===== src/rtl/fp_div_pkg.sv =====
// fp_div_pkg
//   Shared definitions for the floating-point division datapath.
//   - div_state_t : sequencer states of the mantissa divider
//   - MANT_W      : mantissa width including the hidden bit
//   - QUO_W       : quotient bits produced (mantissa + guard + round)
//   - cnt_width() : width of an iteration counter that must hold n-1
package fp_div_pkg;

  localparam int MANT_W = 24;
  localparam int QUO_W  = 26;

  typedef enum logic [1:0] {
    IDLE = 2'd0,
    RUN  = 2'd1,
    DONE = 2'd2
  } div_state_t;

  // Bits needed to count down from n-1 to 0; never narrower than one bit.
  function automatic int cnt_width(input int n);
    int w;
    w = $clog2(n);
    if (w < 1) w = 1;
    return w;
  endfunction

endpackage


===== src/rtl/div_step_sub.sv =====
// div_step_sub
//   Combinational ripple-borrow subtractor used as the single shared
//   subtract step of the iterative divider.
//   Ports:
//     a      : minuend (partial remainder)
//     b      : subtrahend (zero-extended divisor)
//     out    : a - b, modulo 2**W
//     borrow : 1 when a < b (the step must be restored)
module div_step_sub
  import fp_div_pkg::*;
#(
  parameter int W = MANT_W + 1
) (
  input  logic [W-1:0] a,
  input  logic [W-1:0] b,
  output logic [W-1:0] out,
  output logic         borrow
);

  logic [W:0] bw;

  always_comb begin
    bw    = '0;
    out   = '0;
    for (int i = 0; i < W; i++) begin
      out[i]   = a[i] ^ b[i] ^ bw[i];
      // Borrow out of this bit: a=0,b=1, or a==b with a borrow coming in.
      bw[i+1]  = (~a[i] & b[i]) | (~(a[i] ^ b[i]) & bw[i]);
    end
    borrow = bw[W];
  end

endmodule


===== src/rtl/mant_div_seq.sv =====
// mant_div_seq
//   Sequential restoring divider for single-precision mantissas. One
//   quotient bit per cycle: QW bits (integer bit, fraction, guard, round)
//   plus a sticky bit reflecting a nonzero final remainder.
//   Ports:
//     clk, rst_n : clock, asynchronous active-low reset
//     start      : request, only honoured in IDLE
//     abort      : synchronous flush to IDLE, beats start and RUN/DONE
//     dividend   : normalized dividend mantissa
//     divisor    : normalized divisor mantissa (MSB must be 1)
//     busy       : operation in flight (RUN or DONE)
//     done       : one-cycle pulse, quotient/sticky/err valid
//     quotient   : bit QW-1 is the integer bit
//     sticky     : final partial remainder nonzero
//     err        : divisor MSB was 0 on the accepted start
//     dbg_state  : current sequencer state for observation
//   Handshake: start is a level sampled only in IDLE; there is no ready,
//   a start while busy is dropped. Each accepted start produces exactly one
//   done pulse unless it is aborted or reset; results hold until the next
//   completed operation.
module mant_div_seq
  import fp_div_pkg::*;
#(
  parameter int MW = MANT_W,
  parameter int QW = QUO_W
) (
  input  logic          clk,
  input  logic          rst_n,
  input  logic          start,
  input  logic          abort,
  input  logic [MW-1:0] dividend,
  input  logic [MW-1:0] divisor,
  output logic          busy,
  output logic          done,
  output logic [QW-1:0] quotient,
  output logic          sticky,
  output logic          err,
  output div_state_t    dbg_state
);

  localparam int CW = cnt_width(QW);

  div_state_t    state;
  logic [MW:0]   rem;
  logic [MW-1:0] dreg;
  logic [QW-1:0] q;
  logic [CW-1:0] cnt;
  // err is staged here and only published with done, so an aborted
  // operation leaves the previously reported err untouched.
  logic          err_pend;

  logic [MW:0]   diff;
  logic          borrow;

  div_step_sub #(.W(MW + 1)) u_step (
    .a      (rem),
    .b      ({1'b0, dreg}),
    .out    (diff),
    .borrow (borrow)
  );

  assign dbg_state = state;

  always_ff @(posedge clk or negedge rst_n) begin
    if (!rst_n) begin
      state    <= IDLE;
      busy     <= 1'b0;
      done     <= 1'b0;
      quotient <= '0;
      sticky   <= 1'b0;
      err      <= 1'b0;
      err_pend <= 1'b0;
      rem      <= '0;
      dreg     <= '0;
      q        <= '0;
      cnt      <= '0;
    end else begin
      done <= 1'b0;
      if (abort) begin
        state <= IDLE;
        busy  <= 1'b0;
      end else begin
        case (state)
          IDLE: begin
            if (start) begin
              busy <= 1'b1;
              q    <= '0;
              if (divisor[MW-1]) begin
                rem      <= {1'b0, dividend};
                dreg     <= divisor;
                cnt      <= CW'(QW - 1);
                err_pend <= 1'b0;
                state    <= RUN;
              end else begin
                // Unnormalized divisor: skip iteration, report zero result.
                rem      <= '0;
                err_pend <= 1'b1;
                state    <= DONE;
              end
            end
          end
          RUN: begin
            // rem < 2*dreg keeps the shifted value within MW+1 bits.
            if (borrow) rem <= {rem[MW-1:0], 1'b0};
            else        rem <= {diff[MW-1:0], 1'b0};
            q   <= {q[QW-2:0], ~borrow};
            cnt <= cnt - 1'b1;
            if (cnt == '0) state <= DONE;
          end
          DONE: begin
            done     <= 1'b1;
            quotient <= q;
            sticky   <= |rem;
            err      <= err_pend;
            busy     <= 1'b0;
            state    <= IDLE;
          end
          default: begin
            state <= IDLE;
            busy  <= 1'b0;
          end
        endcase
      end
    end
  end

endmodule


===== config.mk =====
export PLATFORM = sky130hd
export DESIGN_NAME = mant_div_seq
export DESIGN_NICKNAME = d
export VERILOG_FILES = /design/src/rtl/fp_div_pkg.sv /design/src/rtl/div_step_sub.sv /design/src/rtl/mant_div_seq.sv
export SDC_FILE = /design/constraint.sdc
export NUM_CORES = 1
export LEC_CHECK = 0
export BUFFER_PORTS_ARGS = -buffer_cell sky130_fd_sc_hd__buf_2
export CORE_AREA = 3 3 110 112
export DETAILED_ROUTE_END_ITERATION = 12
export DIE_AREA = 0 0 113 115
export PLACE_DENSITY = 0.7
export SLEW_MARGIN = 30
export SYNTH_ARGS = -nofsm -noshare
export SYNTH_HDL_FRONTEND = slang
export SYNTH_SLANG_ARGS = --single-unit

===== constraint.sdc =====
create_clock -name clk -period 15.9 [get_ports clk]
set_clock_uncertainty 0.15 [all_clocks]
set_input_delay 4.77 -clock clk [delete_from_list [all_inputs] [get_ports clk]]
set_output_delay 4.77 -clock clk [all_outputs]
set_load 0.1 [all_outputs]

# After elaboration in Yosys (flattened, before gate mapping)
# Index checks and enable logic that the tools add are counted.
dict set report word_totals {
  reg_bits 113
  in_bits 52
  out_inout_bits 32
  wordCells 218
}
dict set report classes {
  addsub 1
  n_eq_ne 7
  muxes 20
  n_bitwise 168
  n_reduce_logical 11
}
# operator n
set ops {}
lappend ops {{one-hot mux 26 bit (2 select lines)} 1}
lappend ops {{2-to-1 mux 25 bit} 2}
lappend ops {{inverter 1 bit} 50}
lappend ops {{one-hot mux 25 bit (2 select lines)} 1}
lappend ops {{bitwise AND 1 bit} 48}
lappend ops {{XOR 1 bit} 47}
lappend ops {{2-to-1 mux 26 bit} 1}
lappend ops {{OR reduction 25 bit} 1}
lappend ops {{2-to-1 mux 24 bit} 1}
lappend ops {{bitwise OR 1 bit} 23}
lappend ops {{2-to-1 mux 5 bit} 2}
lappend ops {{one-hot mux 5 bit (2 select lines)} 1}
lappend ops {{2-to-1 mux 2 bit} 4}
lappend ops {{AND reduction 4 bit} 2}
lappend ops {{!= test 2 bit (second input constant)} 3}
lappend ops {{!= test 3 bit (second input constant)} 2}
lappend ops {{AND reduction 2 bit} 3}
lappend ops {{AND reduction 3 bit} 2}
lappend ops {{logical NOT 5 bit} 1}
lappend ops {{2-to-1 mux 1 bit} 5}
lappend ops {{subtractor 5 x 1 -> 5 bit (second input constant)} 1}
lappend ops {{one-hot mux 2 bit (2 select lines)} 1}
lappend ops {{== test 2 x 1 -> 1 bit (second input constant)} 1}
lappend ops {{== test 2 bit (second input constant)} 1}
lappend ops {{3 further kinds} 3}

# Depth between registers and ports, before layout
# Gate-level depths: netlist (run 1).
dict set report depth {
  depth_word 51
  depth_mapped 30
  mapped_depth_nobuf 28
}

# Hierarchy
# Synthesis (run 1) repeated with hierarchy kept, for this count alone.
dict set report unflattened {
  hier_cells 490
  hier_area_um2 5860.6
}
# module n_inst cells_each area_per_inst_um2 seq_area_each_um2
set by_module_without_submodules {}
lappend by_module_without_submodules {mant_div_seq 1 413 5172.5 2827.7}
lappend by_module_without_submodules {div_step_sub 1 77 688.2 0.0}

# Worst setup path after synthesis (run 1)
# No wires, ideal clock.
dict set report synth_timing {
  path_kind {reg2reg}
  startpoint {register rem[0]}
  endpoint {register rem[10]}
  setup_ns 0.130
  t_arrival_ns 10.163
  required_time_ns 15.620
  path_slack_ns 5.457
  path_stages_with_launch 31
  n_path_buf 2
  synth_period_minus_slack_ns 10.443
  path_cell_list {dfrtp_1 inv_1 ha_1 fa_1 fa_1 fa_1 fa_1 fa_1 fa_1 fa_1 fa_1 fa_1 fa_1 fa_1 fa_1 fa_1 fa_1 fa_1 fa_1 fa_1 fa_1 fa_1 fa_1 fa_1 fa_1 fa_1 nand2b_1 clkbuf_1 clkbuf_1 a211o_1 a31oi_1}
}
dict set report synth_via {
  elab_chain_cells 51
  word_cells_on_any_way 52
  cone_classes {mux (2); bitwise (50)}
}
# element line
set synth_rtl {}
lappend synth_rtl {{start: declaration} mant_div_seq.sv:44} ;# logic [MW:0] rem;
lappend synth_rtl {{start signal: assignment} mant_div_seq.sv:89} ;# rem <= {1'b0, dividend};
lappend synth_rtl {{start signal: assignment} mant_div_seq.sv:104} ;# if (borrow) rem <= {rem[MW-1:0], 1'b0};
lappend synth_rtl {{start signal: assignment} mant_div_seq.sv:105} ;# else rem <= {diff[MW-1:0], 1'b0};
lappend synth_rtl {{inverter 1 bit (*)} div_step_sub.sv:28} ;# bw[i+1] = (~a[i] & b[i]) | (~(a[i] ^ b[i]) & bw[i]);
lappend synth_rtl {{bitwise AND 1 bit (*) (2 in series)} div_step_sub.sv:28}
lappend synth_rtl {{bitwise OR 1 bit (*)} div_step_sub.sv:28}
lappend synth_rtl {{bitwise AND 1 bit (*)} div_step_sub.sv:28}
lappend synth_rtl {{bitwise OR 1 bit (*)} div_step_sub.sv:28}
lappend synth_rtl {{bitwise AND 1 bit (*)} div_step_sub.sv:28}
lappend synth_rtl {{bitwise OR 1 bit (*)} div_step_sub.sv:28}
lappend synth_rtl {{bitwise AND 1 bit (*)} div_step_sub.sv:28}
lappend synth_rtl {{[34 not listed]} n/a}
lappend synth_rtl {{bitwise OR 1 bit} div_step_sub.sv:28}
lappend synth_rtl {{bitwise AND 1 bit} div_step_sub.sv:28}
lappend synth_rtl {{bitwise OR 1 bit} div_step_sub.sv:28}
lappend synth_rtl {{bitwise AND 1 bit} div_step_sub.sv:28}
lappend synth_rtl {{bitwise OR 1 bit} div_step_sub.sv:28}
lappend synth_rtl {{bitwise AND 1 bit} div_step_sub.sv:28}
lappend synth_rtl {{2-to-1 mux 25 bit (*)} mant_div_seq.sv:104}
lappend synth_rtl {{one-hot mux 25 bit (2 select lines) (*)} mant_div_seq.sv:83} ;# case (state)
# Mark *: on every way between the ends. The rest lies on a longest branch, timed or not.
# A chain may end at the register's enable or synchronous reset.

# Worst setup path after layout (run 1)
dict set report layout_timing {
  startpoint {register rem[0]}
  endpoint {register rem[12]}
}
dict set report layout_via {
  elab_chain_cells 51
  word_cells_on_any_way 52
  cone_classes {mux (2); bitwise (50)}
}
# element line
set layout_rtl {}
lappend layout_rtl {{inverter 1 bit (*)} div_step_sub.sv:28}
lappend layout_rtl {{bitwise AND 1 bit (*) (2 in series)} div_step_sub.sv:28}
lappend layout_rtl {{bitwise OR 1 bit (*)} div_step_sub.sv:28}
lappend layout_rtl {{bitwise AND 1 bit (*)} div_step_sub.sv:28}
lappend layout_rtl {{bitwise OR 1 bit (*)} div_step_sub.sv:28}
lappend layout_rtl {{bitwise AND 1 bit (*)} div_step_sub.sv:28}
lappend layout_rtl {{bitwise OR 1 bit (*)} div_step_sub.sv:28}
lappend layout_rtl {{bitwise AND 1 bit (*)} div_step_sub.sv:28}
lappend layout_rtl {{[34 not listed]} n/a}
lappend layout_rtl {{bitwise OR 1 bit} div_step_sub.sv:28}
lappend layout_rtl {{bitwise AND 1 bit} div_step_sub.sv:28}
lappend layout_rtl {{bitwise OR 1 bit} div_step_sub.sv:28}
lappend layout_rtl {{bitwise AND 1 bit} div_step_sub.sv:28}
lappend layout_rtl {{bitwise OR 1 bit} div_step_sub.sv:28}
lappend layout_rtl {{bitwise AND 1 bit} div_step_sub.sv:28}
lappend layout_rtl {{2-to-1 mux 25 bit (*)} mant_div_seq.sv:104}
lappend layout_rtl {{one-hot mux 25 bit (2 select lines) (*)} mant_div_seq.sv:83}
# Marked as above.

==> impl_metrics.yaml, run 1 <==
clock_network:
  cts.repair_timing.setup_buffer_count: 0
  cts_htree_levels: 4
  clk_latency_ns: 0.40
  cts_buffers: 17
  cts.sinks: 113
  ctsRootBufferMaster: "clkbuf_16"
  path_clk_slew_ns: 0.06
  hold_buffers: 0
  resize_count_post_cts: 0
  clockBufferDepth: 2
  clock_tree_from_tritoncts: "done"
timing:
  final-setup-viol-count: 0
  final_total_negative_setup_slack_ns: 0
  slew-limit-headroom: 0.353
  post-route-min-period_ns: 11.17
  timing_worst_slew_pin_value_ns: 0.970
  fmax_mhz: 89.5
  finalCritPeriodShare: 0.703
  timing.final.ws_setup_ns: 4.73
  slew_viol_final: 0
  fin_worst_hold_slack_ns: 0.344
  final-hold-violation-count: 0
  unrepaired_setup_endpoints_after_global_routing: "false"
critical_path:
  required_time_at_the_worst_slack_endpoint_ns: 16.00
  critPathBufInv: 1
  path_delay_family: "adder cells"
  cp_max_fo: 25
  critical_path_arrival_ns: 11.27
  cp_common_cell: "fa_1"
  max_stage_delay_on_crit_path_ns: 0.66
  setup.worst_path.start_class: "register"
  timing.reg2reg.setup_slack_ns: 4.73
  critPathKind: "reg2reg"
  crit_path_top_delay_cell: "fa_1"
  crit_path_end_kind: "register"
die:
  initial_core_util: 0.489
  die_y_um: 115
  std_cell_rows: 39
  top_level_pins: 84
  die-area_mm2: 0.0130
  die-width_um: 113
  design.core.area_mm2: 0.0113
route:
  drt_iter0_markers: 294
  totalWireLength_mm: 12.2
  drtPass1Iterations: 6
  drcViolationCount: 0
  remaining_number_of_nets_flagged_by_the_antenna_check_after_routing: 0
  routed_wire_length_per_instance_um: 18.2
  detail_route.vias_per_cell: 5.76
  detailroute.via_count: 3852
synth:
  synth-warning-count: 0
  async_flop_share: 1.00
  netlist_area_mm2: 0.00553
  synthFlopType: "dfrtp_1"
  postSynthNetCount: 520
  synthesis.instances: 442
  synth-edff-count: 0
  ys_types: 36
  ys_ff_latch: 113
  postSynthAreaPerCell_um2: 12.5
  seq_area_frac_synth: 0.511
grt:
  first_global_vias: 3943
  grt_start_max_net_pins: 58
  grt_overflow: 0
  track_usage: 0.195
  global_route_wire_length_before_repair_mm: 20.1
  antenna_found_initial: 0
flow_run:
  cap_violations: 0
cells_and_area:
  design_area_mm2: 0.00665
  areaGrowthSynthToFinish_pct: 20.2
  antenna-diode-count: 0
  mostFrequentLayoutCell: "dfrtp_1"
  utilization: 0.588
  nNetsFinal: 592
  most-common-layout-cells: "113 x dfrtp_1, 82 x buf_2, 33 x mux2_2"
  post_route_cells_drive_above_1_share: 0.335
min_path:
  hold_path.class: "reg2reg"
power_and_ir_drop:
  pwr_density_cell_mw_per_mm2: 153
  irDropWorstVdd_uv: 89.9
  static-leakage-power_nw: 3.23
placed_design:
  placed_cell_area_mm2: 0.00602
  place_hpwl_mm: 7.81
  place.port_buffers: 83
  detailedPlace.worstSlack_ns: 4.40
  place_congestion: 0.810
status:
  run_status: "completed"
kinds of logic (layout without fill, tap and decap cells):
| kind of cell | Yosys count | count (layout) | share of synthesized area |
|---|---|---|---|
| compound gates | 109 | 109 | 0.142 |
| mux | 53 | 53 | 0.119 |
| simple gates | 79 | 79 | 0.0909 |
| fa+ha+maj | 26 | 26 | 0.0900 |
| flops | 113 | 113 | 0.511 |
| buf+inv | 62 | 146 | 0.0473 |
layout make-up:
class | count | area [um^2]
clock buffer | 17 | 425
clock inverter | 14 | 208
fill | 923 | 4670
inverter | 28 | 105
multi-input combinational | 267 | 2460
sequential | 113 | 2830
tap | 143 | 179
timing repair buffer | 87 | 448
through the flow:
step	std cells	power, mW
final	669	1.02
after global placement	638	0.604
after floorplan	442	0.551
after CTS	669	1.02
after global routing	669	1.08
after detailed placement	638	0.614
synth_stat cells (all sizes together), types with 2 or more instances:
library cell,instances,area share
dfrtp,113,0.51
mux2,50,0.11
inv,28,0.019
a22o,27,0.043
nand3,25,0.023
a21oi,24,0.022
a31oi,24,0.027
nor3b,24,0.033
a211o,23,0.036
fa,23,0.083
clkbuf,21,0.014
buf,13,0.014
nor2,5,0.0038
nor4,5,0.0057
nand4,4,0.0045
ha,3,0.0068
mux2i,3,0.0054
nand2,3,0.0034
nand2b,3,0.0034
nor3,3,0.0027
o21ai,3,0.0027
a21boi,2,0.0027
a21o,2,0.0027
nor2b,2,0.0023
o21a,2,0.0027
layer usage:
metal	vias up	part of all wire	track usage
met5	-	0	0
met3	11	0.059	0.0468
met1	1940	0.45	0.267
met4	0	0.0078	0.0617
li1	1763	-	-
met2	138	0.48	0.310
path summary, 6_finish.rpt:
check,start,to,cells past startpoint
min in group asynchronous,rst_n,q[14]$_DFFE_PN0P_,1
worst min register to register,q[25]$_DFFE_PN0P_,q[25]$_DFFE_PN0P_,1
worst max register to register,rem[0]$_DFFE_PN0P_,rem[12]$_DFFE_PN0P_,28
worst min-delay path,q[25]$_DFFE_PN0P_,q[25]$_DFFE_PN0P_,1
max in group asynchronous,rst_n,sticky$_DFFE_PN0P_,2
worst max-delay path,rem[0]$_DFFE_PN0P_,rem[12]$_DFFE_PN0P_,28
registers in the layout (all words and copies together), names as in the netlist, 2 cells and up:
name	count
quotient	26
dbg_state	2
q	26
rem	25
cnt	5
dreg	24
worst reg2reg max path: cells and delay by family (launching register included):
| kind | cells | cell delay, ns |
|---|---|---|
| adder cells (fa/ha/maj) | 24 | 9.55 |
| AND/OR/NAND/NOR | 1 | 0.54 |
| flip-flops | 1 | 0.38 |
| AO/OA/AOI/OAI | 2 | 0.32 |
| buffers and inverters | 1 | 0.07 |
where the power goes:
group	internal [mW]	leakage [nW]	switching [mW]
combinational	0.105	1.48	0.135
sequential	0.327	1.44	0.0442
clock	0.264	0.302	0.141
Note: power is estimated with default switching activity, not from simulation.
==> run 2: changes to the inputs <==
Clock period 15.9 ns to 11.7 ns, I/O delays scaled along.
==> run 2 against run 1 <==
Net effect: first-iteration DRC count up 5.4%; highest routed layer unchanged; sequential cell count unchanged; global-route usage up 0.85 points.
==> impl_metrics.yaml, run 2 (synthesis results as in run 1) <==
placed_design:
  place_congestion: 0.803
  placed_cell_area_mm2: 0.00603
  place_hpwl_mm: 7.96
  place.port_buffers: 83
critical_path:
  cp_max_fo: 24
  required_time_at_the_worst_slack_endpoint_ns: 11.86
  crit_path_end_kind: "register"
  max_stage_delay_on_crit_path_ns: 0.64
  critPathKind: "reg2reg"
  critPathLaunch: "rem[0]$_DFFE_PN0P_"
  cp_common_cell: "fa_1"
  crit_path_top_delay_cell: "fa_1"
  critical_register_to_register_path_startpoint: "rem[0]$_DFFE_PN0P_"
  setup.worst_path.start_class: "register"
  critical_path_arrival_ns: 11.28
route:
  drtPass1Iterations: 4
  totalWireLength_mm: 12.4
  remaining_number_of_nets_flagged_by_the_antenna_check_after_routing: 0
  drcViolationCount: 0
  routed_wire_length_per_instance_um: 18.5
  detail_route.vias_per_cell: 5.81
  detailroute.via_count: 3895
  drt_iter0_markers: 310
clock_network:
  clockBufferDepth: 2
  cts_htree_levels: 4
  cts_buffers: 17
  cts.sinks: 113
  resize_count_post_cts: 0
  cts.repair_timing.setup_buffer_count: 0
  clk_latency_ns: 0.40
  path_clk_slew_ns: 0.06
  hold_buffers: 0
  clock_tree_from_tritoncts: "done"
  ctsRootBufferMaster: "clkbuf_16"
cells_and_area:
  nNetsFinal: 594
  antenna-diode-count: 0
  mostFrequentLayoutCell: "dfrtp_1"
  layout_top_registers: "q x26, quotient x26, rem x25"
  post_route_cells_drive_above_1_share: 0.334
  areaGrowthSynthToFinish_pct: 20.0
  filler_cell_count: 946
  design_area_mm2: 0.00664
  most-common-layout-cells: "113 x dfrtp_1, 82 x buf_2, 33 x mux2_2"
die:
  top_level_pins: 84
  std_cell_rows: 39
  design.core.area_mm2: 0.0113
  die-width_um: 113
  die_y_um: 115
  die-area_mm2: 0.0130
  initial_core_util: 0.489
timing:
  final_total_negative_setup_slack_ns: 0
  timing_worst_slew_pin_value_ns: 0.933
  fmax_mhz: 89.9
  final-hold-violation-count: 0
  post-route-min-period_ns: 11.12
  unrepaired_setup_endpoints_after_global_routing: "false"
  final-setup-viol-count: 0
  slew-limit-headroom: 0.378
  finalCritPeriodShare: 0.950
  slew_viol_final: 0
status:
  run_status: "completed"
grt:
  grt_start_max_net_pins: 71
  track_usage: 0.203
  grt_overflow: 0
  antenna_found_initial: 0
  global_route_wire_length_before_repair_mm: 21.1
  first_global_vias: 4094
power_and_ir_drop:
  static-leakage-power_nw: 3.23
  irDropWorstVdd_uv: 112
  pwr_density_cell_mw_per_mm2: 207
min_path:
  hold_path.class: "reg2reg"
  worstHoldStart: "busy$_DFFE_PN0P_"
flow_run:
  cap_violations: 0
[run 2: cell count changes in the layout (fill, tap and decap cells not counted), sizes merged]
cell / change
buf: +2
bufinv: -1
clkbuf: +4
clkinv: -1
inv: -3
[run 2: path summary, 6_finish.rpt]
kind	end	slack, ns	depth (start not counted)
min reg2reg	busy$_DFFE_PN0P_	0.34	1
max reg2reg	rem[12]$_DFFE_PN0P_	0.58	28
max in group asynchronous	rem[17]$_DFFE_PN0P_	7.44	2
min	busy$_DFFE_PN0P_	0.34	1
min in group asynchronous	q[13]$_DFFE_PN0P_	2.96	1
max	rem[12]$_DFFE_PN0P_	0.58	28
[run 2: where the power goes]
group	switching, mW	internal, mW	total [mW]	leakage [nW]
clock	0.179	0.349	0.528	0.291
combinational	0.190	0.150	0.340	1.50
sequential	0.0600	0.444	0.504	1.44
total	0.429	0.944	1.37	3.23
[run 2: layer usage]
| layer | part of all wire | up-vias | global-route usage |
|---|---|---|---|
| met1 | 0.44 | 1991 | 0.279 |
| met5 | 0 | - | 0 |
| li1 | - | 1761 | - |
| met4 | 0.0099 | 0 | 0.0601 |
| met3 | 0.054 | 16 | 0.0468 |
| met2 | 0.49 | 127 | 0.327 |
[run 2: per-stage QoR]
| step | power, mW | util | worst slack (ns) | instances | hold slack, ns |
|---|---|---|---|---|---|
| after detailed placement | 0.845 | 0.533 | 0.638 | 640 | 0.329 |
| after floorplan | 0.749 | - | 1.26 | 442 | 0.311 |
| after global placement | 0.827 | 0.532 | 0.923 | 640 | 0.321 |
| after global routing | 1.45 | 0.587 | 0.227 | 670 | 0.359 |
| after CTS | 1.38 | 0.586 | 0.603 | 670 | 0.341 |
| final | 1.37 | 0.587 | 0.580 | 670 | 0.337 |
[run 2: critical path: cells and delay by family, from the launching register on]
family / cells / cell delay, ns
fa+ha+maj: 24 / 9.63
compound gates: 2 / 0.54
flops: 1 / 0.37
simple gates: 1 / 0.25
buf+inv: 1 / 0.06
[run 2: final cells by class]
cell class,count,area [um^2],area share
sequential,113,2830,0.426
multi-input combinational,267,2460,0.370
clock buffer,21,470,0.0708
timing repair buffer,89,467,0.0703
tap,143,179,0.0269
clock inverter,9,133,0.0200
inverter,28,105,0.0158
